[src/rtl/cond_exec_stage_if.sv]
// Decode-to-execute control bundle for cond_exec_stage: D-stage controls and
// hazard/ALU inputs towards the stage, gated E-stage controls and flags back.
interface cond_exec_stage_if #(
  parameter int unsigned ALUCTL_W = 4
);
  logic                PCSrcD;
  logic                BranchD;
  logic                RegWriteD;
  logic                MemWriteD;
  logic                MemtoRegD;
  logic [ALUCTL_W-1:0] ALUControlD;
  logic                ALUSrcD;
  logic [1:0]          FlagWriteD;
  logic [3:0]          CondD;
  logic                StallE;
  logic                FlushE;
  logic [3:0]          ALUFlags;

  logic [ALUCTL_W-1:0] ALUControlE;
  logic                ALUSrcE;
  logic                MemtoRegE;
  logic                RegWriteE;
  logic                MemWriteE;
  logic                PCSrcE;
  logic                CondExE;
  logic [3:0]          Flags;

  modport master (
    output PCSrcD, BranchD, RegWriteD, MemWriteD, MemtoRegD, ALUControlD,
           ALUSrcD, FlagWriteD, CondD, StallE, FlushE, ALUFlags,
    input  ALUControlE, ALUSrcE, MemtoRegE, RegWriteE, MemWriteE, PCSrcE,
           CondExE, Flags
  );

  modport slave (
    input  PCSrcD, BranchD, RegWriteD, MemWriteD, MemtoRegD, ALUControlD,
           ALUSrcD, FlagWriteD, CondD, StallE, FlushE, ALUFlags,
    output ALUControlE, ALUSrcE, MemtoRegE, RegWriteE, MemWriteE, PCSrcE,
           CondExE, Flags
  );
endinterface

[src/rtl/cond_exec_stage.sv]
// ID/EX control register plus NZCV flag register; evaluates the ARM condition
// field and gates every state-changing control output of the Execute stage.
module cond_exec_stage #(
  parameter int unsigned ALUCTL_W = 4,
  parameter logic [3:0]  COND_AL  = 4'b1110
) (
  input  logic            clk,
  input  logic            reset,
  cond_exec_stage_if.slave bus
);

  typedef enum logic [3:0] {
    EQ = 4'b0000, NE = 4'b0001, CS = 4'b0010, CC = 4'b0011,
    MI = 4'b0100, PL = 4'b0101, VS = 4'b0110, VC = 4'b0111,
    HI = 4'b1000, LS = 4'b1001, GE = 4'b1010, LT = 4'b1011,
    GT = 4'b1100, LE = 4'b1101, AL = 4'b1110, NV = 4'b1111
  } cond_t;

  typedef struct packed {
    logic                reg_write;
    logic                mem_write;
    logic                mem_to_reg;
    logic                pc_src;
    logic                branch;
    logic [1:0]          flag_write;
    logic                alu_src;
    logic [ALUCTL_W-1:0] alu_ctl;
    cond_t               cond;
  } ectl_t;

  ectl_t      e_q, e_d;
  logic [3:0] flags_q, flags_d;
  logic       cond_ex;

  always_ff @(posedge clk or negedge reset) begin
    if (!reset) begin
      e_q      <= '0;
      e_q.cond <= cond_t'(COND_AL);
      flags_q  <= '0;
    end else begin
      e_q      <= e_d;
      flags_q  <= flags_d;
    end
  end

  // A bubble carries no enables and an always-true condition.
  always_comb begin
    e_d = e_q;
    if (bus.FlushE) begin
      e_d      = '0;
      e_d.cond = cond_t'(COND_AL);
    end else if (!bus.StallE) begin
      e_d.reg_write  = bus.RegWriteD;
      e_d.mem_write  = bus.MemWriteD;
      e_d.mem_to_reg = bus.MemtoRegD;
      e_d.pc_src     = bus.PCSrcD;
      e_d.branch     = bus.BranchD;
      e_d.flag_write = bus.FlagWriteD;
      e_d.alu_src    = bus.ALUSrcD;
      e_d.alu_ctl    = bus.ALUControlD;
      e_d.cond       = cond_t'(bus.CondD);
    end
  end

  always_comb begin
    logic n, z, c, v;
    {n, z, c, v} = flags_q;
    cond_ex = 1'b1;
    unique case (e_q.cond)
      EQ: cond_ex = z;
      NE: cond_ex = !z;
      CS: cond_ex = c;
      CC: cond_ex = !c;
      MI: cond_ex = n;
      PL: cond_ex = !n;
      VS: cond_ex = v;
      VC: cond_ex = !v;
      HI: cond_ex = c & !z;
      LS: cond_ex = !c | z;
      GE: cond_ex = (n == v);
      LT: cond_ex = (n != v);
      GT: cond_ex = !z & (n == v);
      LE: cond_ex = z | (n != v);
      AL: cond_ex = 1'b1;
      NV: cond_ex = 1'b1;
    endcase
  end

  // Flags commit from the outgoing instruction regardless of stall or flush.
  always_comb begin
    flags_d = flags_q;
    if (e_q.flag_write[1] && cond_ex) flags_d[3:2] = bus.ALUFlags[3:2];
    if (e_q.flag_write[0] && cond_ex) flags_d[1:0] = bus.ALUFlags[1:0];
  end

  assign bus.ALUControlE = e_q.alu_ctl;
  assign bus.ALUSrcE     = e_q.alu_src;
  assign bus.MemtoRegE   = e_q.mem_to_reg;
  assign bus.RegWriteE   = e_q.reg_write & cond_ex;
  assign bus.MemWriteE   = e_q.mem_write & cond_ex;
  assign bus.PCSrcE      = (e_q.pc_src | e_q.branch) & cond_ex;
  assign bus.CondExE     = cond_ex;
  assign bus.Flags       = flags_q;

endmodule
[src/flat_wrapper.sv]
// flat-port wrapper written by rule: the top's interface ports become plain ports
module cond_exec_stage_flat 
#(
  parameter int unsigned ALUCTL_W = 4,
  parameter logic [3:0]  COND_AL  = 4'b1110
)
  (clk, reset, bus_PCSrcD, bus_BranchD, bus_RegWriteD, bus_MemWriteD, bus_MemtoRegD, bus_ALUControlD, bus_ALUSrcD, bus_FlagWriteD, bus_CondD, bus_StallE, bus_FlushE, bus_ALUFlags, bus_ALUControlE, bus_ALUSrcE, bus_MemtoRegE, bus_RegWriteE, bus_MemWriteE, bus_PCSrcE, bus_CondExE, bus_Flags);
  cond_exec_stage_if #(.ALUCTL_W(ALUCTL_W)) bus_i ();
  input  logic clk;
  input  logic reset;
  input wire logic [$bits(bus_i.PCSrcD)-1:0] bus_PCSrcD;
  input wire logic [$bits(bus_i.BranchD)-1:0] bus_BranchD;
  input wire logic [$bits(bus_i.RegWriteD)-1:0] bus_RegWriteD;
  input wire logic [$bits(bus_i.MemWriteD)-1:0] bus_MemWriteD;
  input wire logic [$bits(bus_i.MemtoRegD)-1:0] bus_MemtoRegD;
  input wire logic [$bits(bus_i.ALUControlD)-1:0] bus_ALUControlD;
  input wire logic [$bits(bus_i.ALUSrcD)-1:0] bus_ALUSrcD;
  input wire logic [$bits(bus_i.FlagWriteD)-1:0] bus_FlagWriteD;
  input wire logic [$bits(bus_i.CondD)-1:0] bus_CondD;
  input wire logic [$bits(bus_i.StallE)-1:0] bus_StallE;
  input wire logic [$bits(bus_i.FlushE)-1:0] bus_FlushE;
  input wire logic [$bits(bus_i.ALUFlags)-1:0] bus_ALUFlags;
  output wire logic [$bits(bus_i.ALUControlE)-1:0] bus_ALUControlE;
  output wire logic [$bits(bus_i.ALUSrcE)-1:0] bus_ALUSrcE;
  output wire logic [$bits(bus_i.MemtoRegE)-1:0] bus_MemtoRegE;
  output wire logic [$bits(bus_i.RegWriteE)-1:0] bus_RegWriteE;
  output wire logic [$bits(bus_i.MemWriteE)-1:0] bus_MemWriteE;
  output wire logic [$bits(bus_i.PCSrcE)-1:0] bus_PCSrcE;
  output wire logic [$bits(bus_i.CondExE)-1:0] bus_CondExE;
  output wire logic [$bits(bus_i.Flags)-1:0] bus_Flags;
  assign bus_i.PCSrcD = bus_PCSrcD;
  assign bus_i.BranchD = bus_BranchD;
  assign bus_i.RegWriteD = bus_RegWriteD;
  assign bus_i.MemWriteD = bus_MemWriteD;
  assign bus_i.MemtoRegD = bus_MemtoRegD;
  assign bus_i.ALUControlD = bus_ALUControlD;
  assign bus_i.ALUSrcD = bus_ALUSrcD;
  assign bus_i.FlagWriteD = bus_FlagWriteD;
  assign bus_i.CondD = bus_CondD;
  assign bus_i.StallE = bus_StallE;
  assign bus_i.FlushE = bus_FlushE;
  assign bus_i.ALUFlags = bus_ALUFlags;
  assign bus_ALUControlE = bus_i.ALUControlE;
  assign bus_ALUSrcE = bus_i.ALUSrcE;
  assign bus_MemtoRegE = bus_i.MemtoRegE;
  assign bus_RegWriteE = bus_i.RegWriteE;
  assign bus_MemWriteE = bus_i.MemWriteE;
  assign bus_PCSrcE = bus_i.PCSrcE;
  assign bus_CondExE = bus_i.CondExE;
  assign bus_Flags = bus_i.Flags;
  cond_exec_stage #(.ALUCTL_W(ALUCTL_W), .COND_AL(COND_AL)) u_core (.clk(clk), .reset(reset), .bus(bus_i));
endmodule
[config.mk]
export PLATFORM = sky130hd
export DESIGN_NAME = cond_exec_stage_flat
export DESIGN_NICKNAME = d
export VERILOG_FILES = /design/src/rtl/cond_exec_stage_if.sv /design/src/rtl/cond_exec_stage.sv /design/src/flat_wrapper.sv
export SDC_FILE = /design/constraint.sdc
export NUM_CORES = 1
export LEC_CHECK = 0
export ABC_AREA = 1
export CAP_MARGIN = 25
export CORE_UTILIZATION = 47
export CTS_BUF_LIST = sky130_fd_sc_hd__clkbuf_8
export CTS_CLUSTER_DIAMETER = 40
export DETAILED_ROUTE_END_ITERATION = 7
export HOLD_SLACK_MARGIN = 0.05
export PLACE_DENSITY = 0.86
export SYNTH_ARGS = -nofsm -noshare
export SYNTH_HDL_FRONTEND = slang
export SYNTH_SLANG_ARGS = --single-unit
[constraint.sdc]
create_clock -name clk -period 3 [get_ports clk]
set_clock_uncertainty 0.15 [all_clocks]
set_input_delay 0.9 -clock clk [delete_from_list [all_inputs] [get_ports clk]]
set_output_delay 0.9 -clock clk [all_outputs]
set_load 0.03 [all_outputs]
; Word-level counts from Yosys, hierarchy flattened
; Cells that the tools add are included.
; W data, S select, Z words.
[classes]
bitwise_logic = 8
mux = 3
eq_ne = 18
n_reduce_logical = 8
[op_table]
columns = cell, n
row1 = $eq A4 B4 Y1 const B, 8
row2 = $mux W16, 2
row3 = $eq A4 B3 Y1 const B, 4
row4 = $pmux W1 S15, 1
row5 = $eq A4 B2 Y1 const B, 2
row6 = $and A1 B1 Y1, 5
row7 = $eq A4 B1 Y1 const B, 1
row8 = $logic_not A1 Y1, 4
row9 = $logic_not A4 Y1, 1
row10 = $or A1 B1 Y1, 3
row11 = $logic_and A1 B1 Y1, 2
row12 = $ne A2 B1 Y1 const B, 1
row13 = $reduce_or A2 Y1, 1
row14 = $eq A1 B1 Y1, 1
row15 = $ne A1 B1 Y1, 1
[word_totals]
output_inout_bits = 14
word_cells = 48
register_bits = 20

; Logic depth before layout (Yosys ltp)
; Gate-level depths: netlist of the first run.
[depth]
depth_word = 4
mapped_depth = 11
depth_no_buf = 11

; Worst setup path after synthesis of the first run
; Ideal clock, no wire load.
[synth_timing]
path_kind = reg2out
from = register u_core.flags_q[3], in the netlist u_core.bus.Flags[3]
to = output port bus_PCSrcE
n_path_buf = 0
path_stages_with_launch = 9
arrival_ns = 1.551
slack_ns = 0.399
cell_sequence = dfrtp_1 -> inv_1 -> nand2_1 -> nand3_1 -> a21oi_1 -> nor2_2 -> nand2_4 -> nand2_4 -> a21oi_2
[synth_via]
elab_chain_cells = 4
[synth_lines]
columns = item, line_no
row1 = "start, declared", cond_exec_stage.sv:32  ; logic [3:0] flags_q, flags_d;
row2 = "start signal, assigned", cond_exec_stage.sv:42  ; flags_q <= flags_d;
row3 = $ne A1 B1 Y1 or $eq A1 B1 Y1 (tied branches), n/a
row4 = $or A1 B1 Y1 or $and A1 B1 Y1 (tied branches), "cond_exec_stage.sv:83, cond_exec_stage.sv:82"
row5 = $pmux W1 S15 (*), cond_exec_stage.sv:69  ; unique case (e_q.cond)
row6 = $and A1 B1 Y1 (*), cond_exec_stage.sv:101  ; assign bus.PCSrcE = (e_q.pc_src | e_q.branch) & cond_ex;
row7 = "end, declared", flat_wrapper.sv:28  ; output wire logic [$bits(bus_i.PCSrcE)-1:0] bus_PCSrcE;
; Mark *: on every way between the ends. The rest lies on a longest branch, timed or not.

; Worst setup path after layout of the first run
[layout_timing]
from = register u_core.e_q[3] (netlist bit)
to = output port bus_PCSrcE
[layout_via]
elab_chain_cells = 4
[layout_lines]
columns = item, line_no
row1 = "start, declared", cond_exec_stage.sv:31  ; ectl_t e_q, e_d;
row2 = $eq A4 B4 Y1, cond_exec_stage.sv:69
row3 = $reduce_or A2 Y1 (no line), n/a
row4 = $pmux W1 S15 (*), cond_exec_stage.sv:69
row5 = $and A1 B1 Y1 (*), cond_exec_stage.sv:101
; Marked as above.

==> results.cfg, run 1 <==
[cells_and_area]
finalNonFillerCells = 198
seqCellArea_sq_um = 504
area_growth_pct = 40.6
multi_input_area_sq_um = 458
fill_cells = 147
num-nets-final = 196
drive_gt1_share_pct = 17.5
diodes = 0

[hold_path]
min_path_type = reg2reg

[setup_path]
startpoint = u_core.e_q[3]
crit_buf_inv = 1
rr_worst_depth = 10
cp_common_cell = nand2_4
r2r_setup_slack_ns = 1.20
cpMaxStageDelayCell = dfstp_2
cpPeakStageDelay_ns = 0.57
cp.arrival_ns = 1.88
crit_chain = nand2_1 > a21oi_1 > nand3_1 > nand2_2 > nor2_4 > nand2_4 > nand2_4 > a21oi_2 > buf_4
r2r_start = u_core.e_q[3]
timing.rr.end = u_core.bus.Flags[2]
worst_setup_path_start_kind = register
required_ns = 1.95
cp.depth = 9
crit_family = flip-flops
crit_type = reg2out
cp-end-kind = output pin
path_max_fanout = 5
crit_end = bus_PCSrcE

[floorplan]
fp.dieW_microns = 49.9
start_util_pct = 52.4
row_count = 16
ios = 38
die_area_sq_um = 2490
design.core.area_sq_um = 2060
die_h_microns = 49.9

[flow_run]
drv_cap = 0

[pwr]
powerDensity_nw_per_um2 = 534
p_leak_uw = 0.000731
irDropWorstVdd_mv = 0.358

[synth]
synthFlopType = dfrtp_1
synth_seq_cells = 20
synth.distinct_cells = 23
synthCells = 132
ys.warnings.count = 0
synth.avg_cell_area_sq_um = 8.18
synth_edf_count = 0
syn_nets = 156
seq_area_frac_synth_pct = 46.7
async_reset_ff_share_pct = 100
syn_area_sq_um = 1080

[sta]
timing.final.crit_period_ns = 2.93
fin_crit_sh_pct = 97.7
worstMarginPinSlew_ns = 0.426
finalMaxSlewViolations = 0
relSlewSlack_pct = 71.5
setup_tns_ns = 0
setup_viol = 0
holdWs_ns = 0.357
worst_slack_ns = 0.0704
max_freq_mhz = 341
final-hold-violation-count = 0
rsz0062_at_grt = no

[placed_design]
numPortBuffers = 37
dp_hpwl_microns = 1850
place_congestion = 1.02
place_inst = 194
place_ws_ns = 0.00598

[global_route]
track_usage_pct = 23.2
grt_pass1_wl_microns = 4320
first_global_vias = 984
grt-ovfl-total = 0
grt_max_degree = 21
antenna_found_initial = 0

[drt]
dr.pass1.iters = 4
drt-total-wl_microns = 2470
drc = 0
vias = 1048
avgRoutedWirePerCell_microns = 12.5
viasPerCell = 5.29
ant_nets = 0
first_iter_violations = 39

[clock_tree]
clkTransAtPathRegs_ns = 0.07
clock_latency_ns = 0.26
cts-root-buf = clkbuf_8
clockBufferDepth = 2
tritoncts = yes
htreeDepth = 1
clock_sinks = 20
postCtsSetupBuffers = 0
cts_buffers = 3

[outcome]
outcome = complete, no violations
==> how the worst min path moves through the flow <==
| stage | from | endpoint | slack, ns | cells past startpoint |
|---|---|---|---|---|
| floorplan | u_core.bus.ALUControlE[0] | u_core.bus.ALUControlE[0] | 0.32 | 1 |
| global placement | u_core.bus.MemtoRegE | u_core.bus.MemtoRegE | 0.33 | 1 |
| detailed placement | u_core.bus.ALUControlE[0] | u_core.bus.ALUControlE[0] | 0.34 | 1 |
| CTS | u_core.bus.ALUControlE[3] | u_core.bus.ALUControlE[3] | 0.36 | 1 |
| global route | u_core.bus.ALUControlE[3] | u_core.bus.ALUControlE[3] | 0.37 | 1 |
| finish | u_core.bus.ALUControlE[3] | u_core.bus.ALUControlE[3] | 0.36 | 1 |
==> final cells by class <==
cell class              count  share of cell area (%)
clock buffers               4                    3.63
repair buffers             42                    26.1
multi-input cells          86                    30.2
inverters                  19                    4.70
well taps                  27                    2.23
flip-flops and latches     20                    33.2
==> worst register-to-register path, cell delays in order, from the launching register on <==
cell and delay, ns:
dfstp_2 0.57, nand2_1 0.10, a21oi_1 0.19, nand3_1 0.14
nand2_2 0.11, nor2_4 0.05, nand2_4 0.06, buf_4 0.14
nand3_2 0.07, nand2_1 0.07, nand2_1 0.05
==> layer usage <==
| layer | routed length, microns | up-vias | global-route usage [%] |
|---|---|---|---|
| met5 | 0 | - | 0 |
| met4 | 59 | 0 | 8.57 |
| met3 | 203 | 7 | 5.56 |
| met2 | 1200 | 57 | 37.8 |
| met1 | 998 | 483 | 29.7 |
| li1 | - | 501 | - |
==> cells in the mapped netlist, types with 3 or more instances <==
cell | count | area, sq um
nor2_1 | 10 | 37.5
inv_1 | 17 | 63.8
buf_4 | 4 | 30.0
a22o_1 | 8 | 70.1
dfrtp_1 | 17 | 425
o21ai_0 | 6 | 30.0
dfstp_2 | 3 | 78.8
nor2_2 | 4 | 25.0
nand4_1 | 4 | 25.0
nand2_1 | 31 | 116
nand3_1 | 8 | 40.0
a21oi_1 | 5 | 25.0
==> power by group <==
part	internal, uW	switching, uW	leakage, uW	total [uW]
Clock	117	87.3	0.0000288	204
Combinational	117	155	0.000449	272
Sequential	300	34.0	0.000253	334
Total	534	277	0.000731	811
==> registers in the layout (all words and copies together) (netlist names) <==
signal,flops
u_core.bus.ALUControlE,4
u_core.e_q,10
u_core.bus.MemtoRegE,1
u_core.bus.Flags,4
u_core.bus.ALUSrcE,1
==> cell usage in the layout (no fill, tap or decap) <==
master	netlist	routed
nand3_1	8	8
o21ai_1	1	1
o21ai_0	6	6
a21oi_2	1	1
nor3_1	1	1
nor2_2	4	5
dfstp_2	3	3
nor2_4	1	1
clkdlybuf4s50_1	0	33
nand2_2	1	1
inv_2	2	2
nor2_1	10	9
o211ai_1	1	1
clkbuf_8	0	4
buf_4	4	8
nand3_2	2	2
inv_1	17	17
a21oi_1	5	5
nand2_4	2	2
clkbuf_2	0	1
nand4_1	4	4
nand2_1	31	31
a22o_1	8	8
dfrtp_1	17	17
==> through the flow <==
stage,power [uW],area [sq um],util [%]
5_1_grt,856,1520,73.6
3_5_place_dp,613,1470,71.1
2_1_floorplan,497,1080,-
4_1_cts,814,1520,73.7
6_report,811,1520,73.6
3_3_place_gp,603,1470,71.1
==> timing repair <==
action,in CTS,in global routing
hold buffers,0,0
endpoints found under the setup margin,1,2
resized for setup,2,2
==> cell families after synthesis <==
group / share of synthesized area, %
compound gates: 13.6
flops: 46.7
simple gates: 28.6
buf+inv: 11.1
No activity file was read; power rests on OpenSTA's default activity.
==> inputs of run 2 (changes only) <==
--- a/config.mk
+++ b/config.mk
@@ -7,12 +7,12 @@
 export LEC_CHECK = 0
 export ABC_AREA = 1
 export CAP_MARGIN = 25
-export CORE_UTILIZATION = 47
+export CORE_UTILIZATION = 48
 export CTS_BUF_LIST = sky130_fd_sc_hd__clkbuf_8
 export CTS_CLUSTER_DIAMETER = 40
 export DETAILED_ROUTE_END_ITERATION = 7
 export HOLD_SLACK_MARGIN = 0.05
-export PLACE_DENSITY = 0.86
+export PLACE_DENSITY = 0.88
 export SYNTH_ARGS = -nofsm -noshare
 export SYNTH_HDL_FRONTEND = slang
 export SYNTH_SLANG_ARGS = --single-unit
==> run 2 against run 1 <==
  * Critical path type unchanged
  * Non-clock buffer count up 2
  * Fmax down 2.0%
  * Worst setup slack worse by 0.060 ns
  * Largest power group unchanged
==> results.cfg, run 2 (synthesis results as in run 1) <==
[outcome]
outcome = complete, no violations

[global_route]
first_global_vias = 1032
grt_pass1_wl_microns = 4530
use_met2_pct = 40.9
met3_usage_pct = 5.61
grt_max_degree = 21
track_usage_pct = 24.7
grt-busiest-layer = met2
use_met1_pct = 30.7
antenna_found_initial = 0
grt-ovfl-total = 0

[drt]
dr.pass1.iters = 4
viasPerCell = 5.40
drt-total-wl_microns = 2830
avgRoutedWirePerCell_microns = 14.2
drc = 0
vias = 1080
first_iter_violations = 23
ant_nets = 0

[setup_path]
cp-end-kind = output pin
crit_family = flip-flops
required_ns = 1.95
cp.arrival_ns = 1.94
cpMaxStageDelayCell = dfstp_2
crit_type = reg2out
cpPeakStageDelay_ns = 0.61
crit_buf_inv = 3
path_max_fanout = 5
crit_chain = nand2_2 > inv_1 > nand3_2 > a21oi_2 > nor2_2 > nand2_4 > nand2_4 > buf_4 > a21oi_2 > buf_6
worst_setup_path_start_kind = register

[sta]
timing.final.crit_period_ns = 2.99
fin_crit_sh_pct = 99.7
holdWs_ns = 0.355
max_freq_mhz = 334
final-hold-violation-count = 0
setup_tns_ns = 0
finalMaxSlewViolations = 0
rsz0062_at_grt = yes
worstMarginPinSlew_ns = 0.381
relSlewSlack_pct = 74.5
setup_viol = 0

[floorplan]
design.core.area_sq_um = 2040
die_h_microns = 49.4
row_count = 16
fp.dieW_microns = 49.4
start_util_pct = 52.9
ios = 38
die_area_sq_um = 2440

[placed_design]
place_congestion = 0.984
place_inst = 195
dp_hpwl_microns = 2050
numPortBuffers = 37

[clock_tree]
clock_latency_ns = 0.26
clkTransAtPathRegs_ns = 0.07
clock_sinks = 20
hold_buffers = 0
cts_buffers = 3
tritoncts = yes
clockBufferDepth = 2
cts-root-buf = clkbuf_8
htreeDepth = 1

[cells_and_area]
finalNonFillerCells = 200
final_util_pct = 77.3
largest_reg_flops = 10
area_growth_pct = 46.2
diodes = 0
final_cell_mix = 33 x clkdlybuf4s50_1, 30 x nand2_1, 17 x dfrtp_1
top_register = u_core.e_q
mostFrequentLayoutCell = clkdlybuf4s50_1
drive_gt1_share_pct = 23.1
num-nets-final = 198

[pwr]
irDropWorstVdd_mv = 0.379
powerDensity_nw_per_um2 = 519
p_leak_uw = 0.000742
power_uw = 819

[hold_path]
min_path_type = reg2reg

[flow_run]
drv_cap = 0
## run 2: routing by layer
layer  wire length (microns)  share of wire, %  vias to the layer above
li1                        -                 -                      508
met1                    1170                41                      509
met2                    1410                50                       52
met3                     180               6.4                       11
met4                      65               2.3                        0
met5                       0                 0                        -
## run 2: layout make-up
| cell class | instances | area, sq um |
|---|---|---|
| Fill cell | 142 | 463 |
| Sequential cell | 20 | 504 |
| Clock buffer | 3 | 41.3 |
| Timing Repair Buffer | 44 | 422 |
| Clock inverter | 1 | 3.75 |
| Multi-Input combinational cell | 86 | 503 |
| Tap cell | 27 | 33.8 |
| Inverter | 19 | 71.3 |
## run 2: power by group
group	switching, uW	internal [uW]
combinational	173	129
clock	88.0	91.1
sequential	37.9	300
## run 2: per-stage QoR
stage                     worst slack, ns  area (sq um)
after floorplan                     0.399          1080
after global placement             0.0577          1470
after detailed placement           0.0379          1470
after CTS                          0.0152          1520
after global routing              -0.0778          1580
final                              0.0104          1580
## run 2: worst paths after layout
kind / slack, ns / to / cells past startpoint / start
setup reg to reg: 1.17 / u_core.bus.Flags[2] / 10 / u_core.e_q[3]
hold / removal: 0.35 / u_core.bus.ALUControlE[0] / 1 / u_core.bus.ALUControlE[0]
hold reg to reg: 0.35 / u_core.bus.ALUControlE[0] / 1 / u_core.bus.ALUControlE[0]
max in group asynchronous: 1.61 / u_core.e_q[1] / 2 / reset
min in group asynchronous: 0.82 / u_core.bus.Flags[2] / 2 / reset
setup / recovery: 0.01 / bus_PCSrcE / 10 / u_core.e_q[3]
## run 2: worst register-to-register path: stages (launching register included)
cell and delay, ns:
dfstp_2 0.61, nand2_2 0.11, inv_1 0.08, nand3_2 0.09, a21oi_2 0.18, nor2_2 0.07, nand2_4 0.08, buf_4 0.15
nand3_2 0.08, nand2_1 0.07, nand2_1 0.05
## run 2: timing repair
| item | CTS | global route |
|---|---|---|
| gates resized for setup | 1 | 18 |
| endpoints found under the setup margin | 1 | 4 |
| pin swaps | 0 | 2 |
| buffers inserted | 0 | 1 |
==> inputs of run 3 (changes only) <==
--- a/config.mk
+++ b/config.mk
@@ -10,6 +10,7 @@
 export CORE_UTILIZATION = 48
 export CTS_BUF_LIST = sky130_fd_sc_hd__clkbuf_8
 export CTS_CLUSTER_DIAMETER = 40
+export CTS_CLUSTER_SIZE = 12
 export DETAILED_ROUTE_END_ITERATION = 7
 export HOLD_SLACK_MARGIN = 0.05
 export PLACE_DENSITY = 0.88
==> results of run 3 <==
No change in the layout: final DEF, timing and power equal those of run 2.
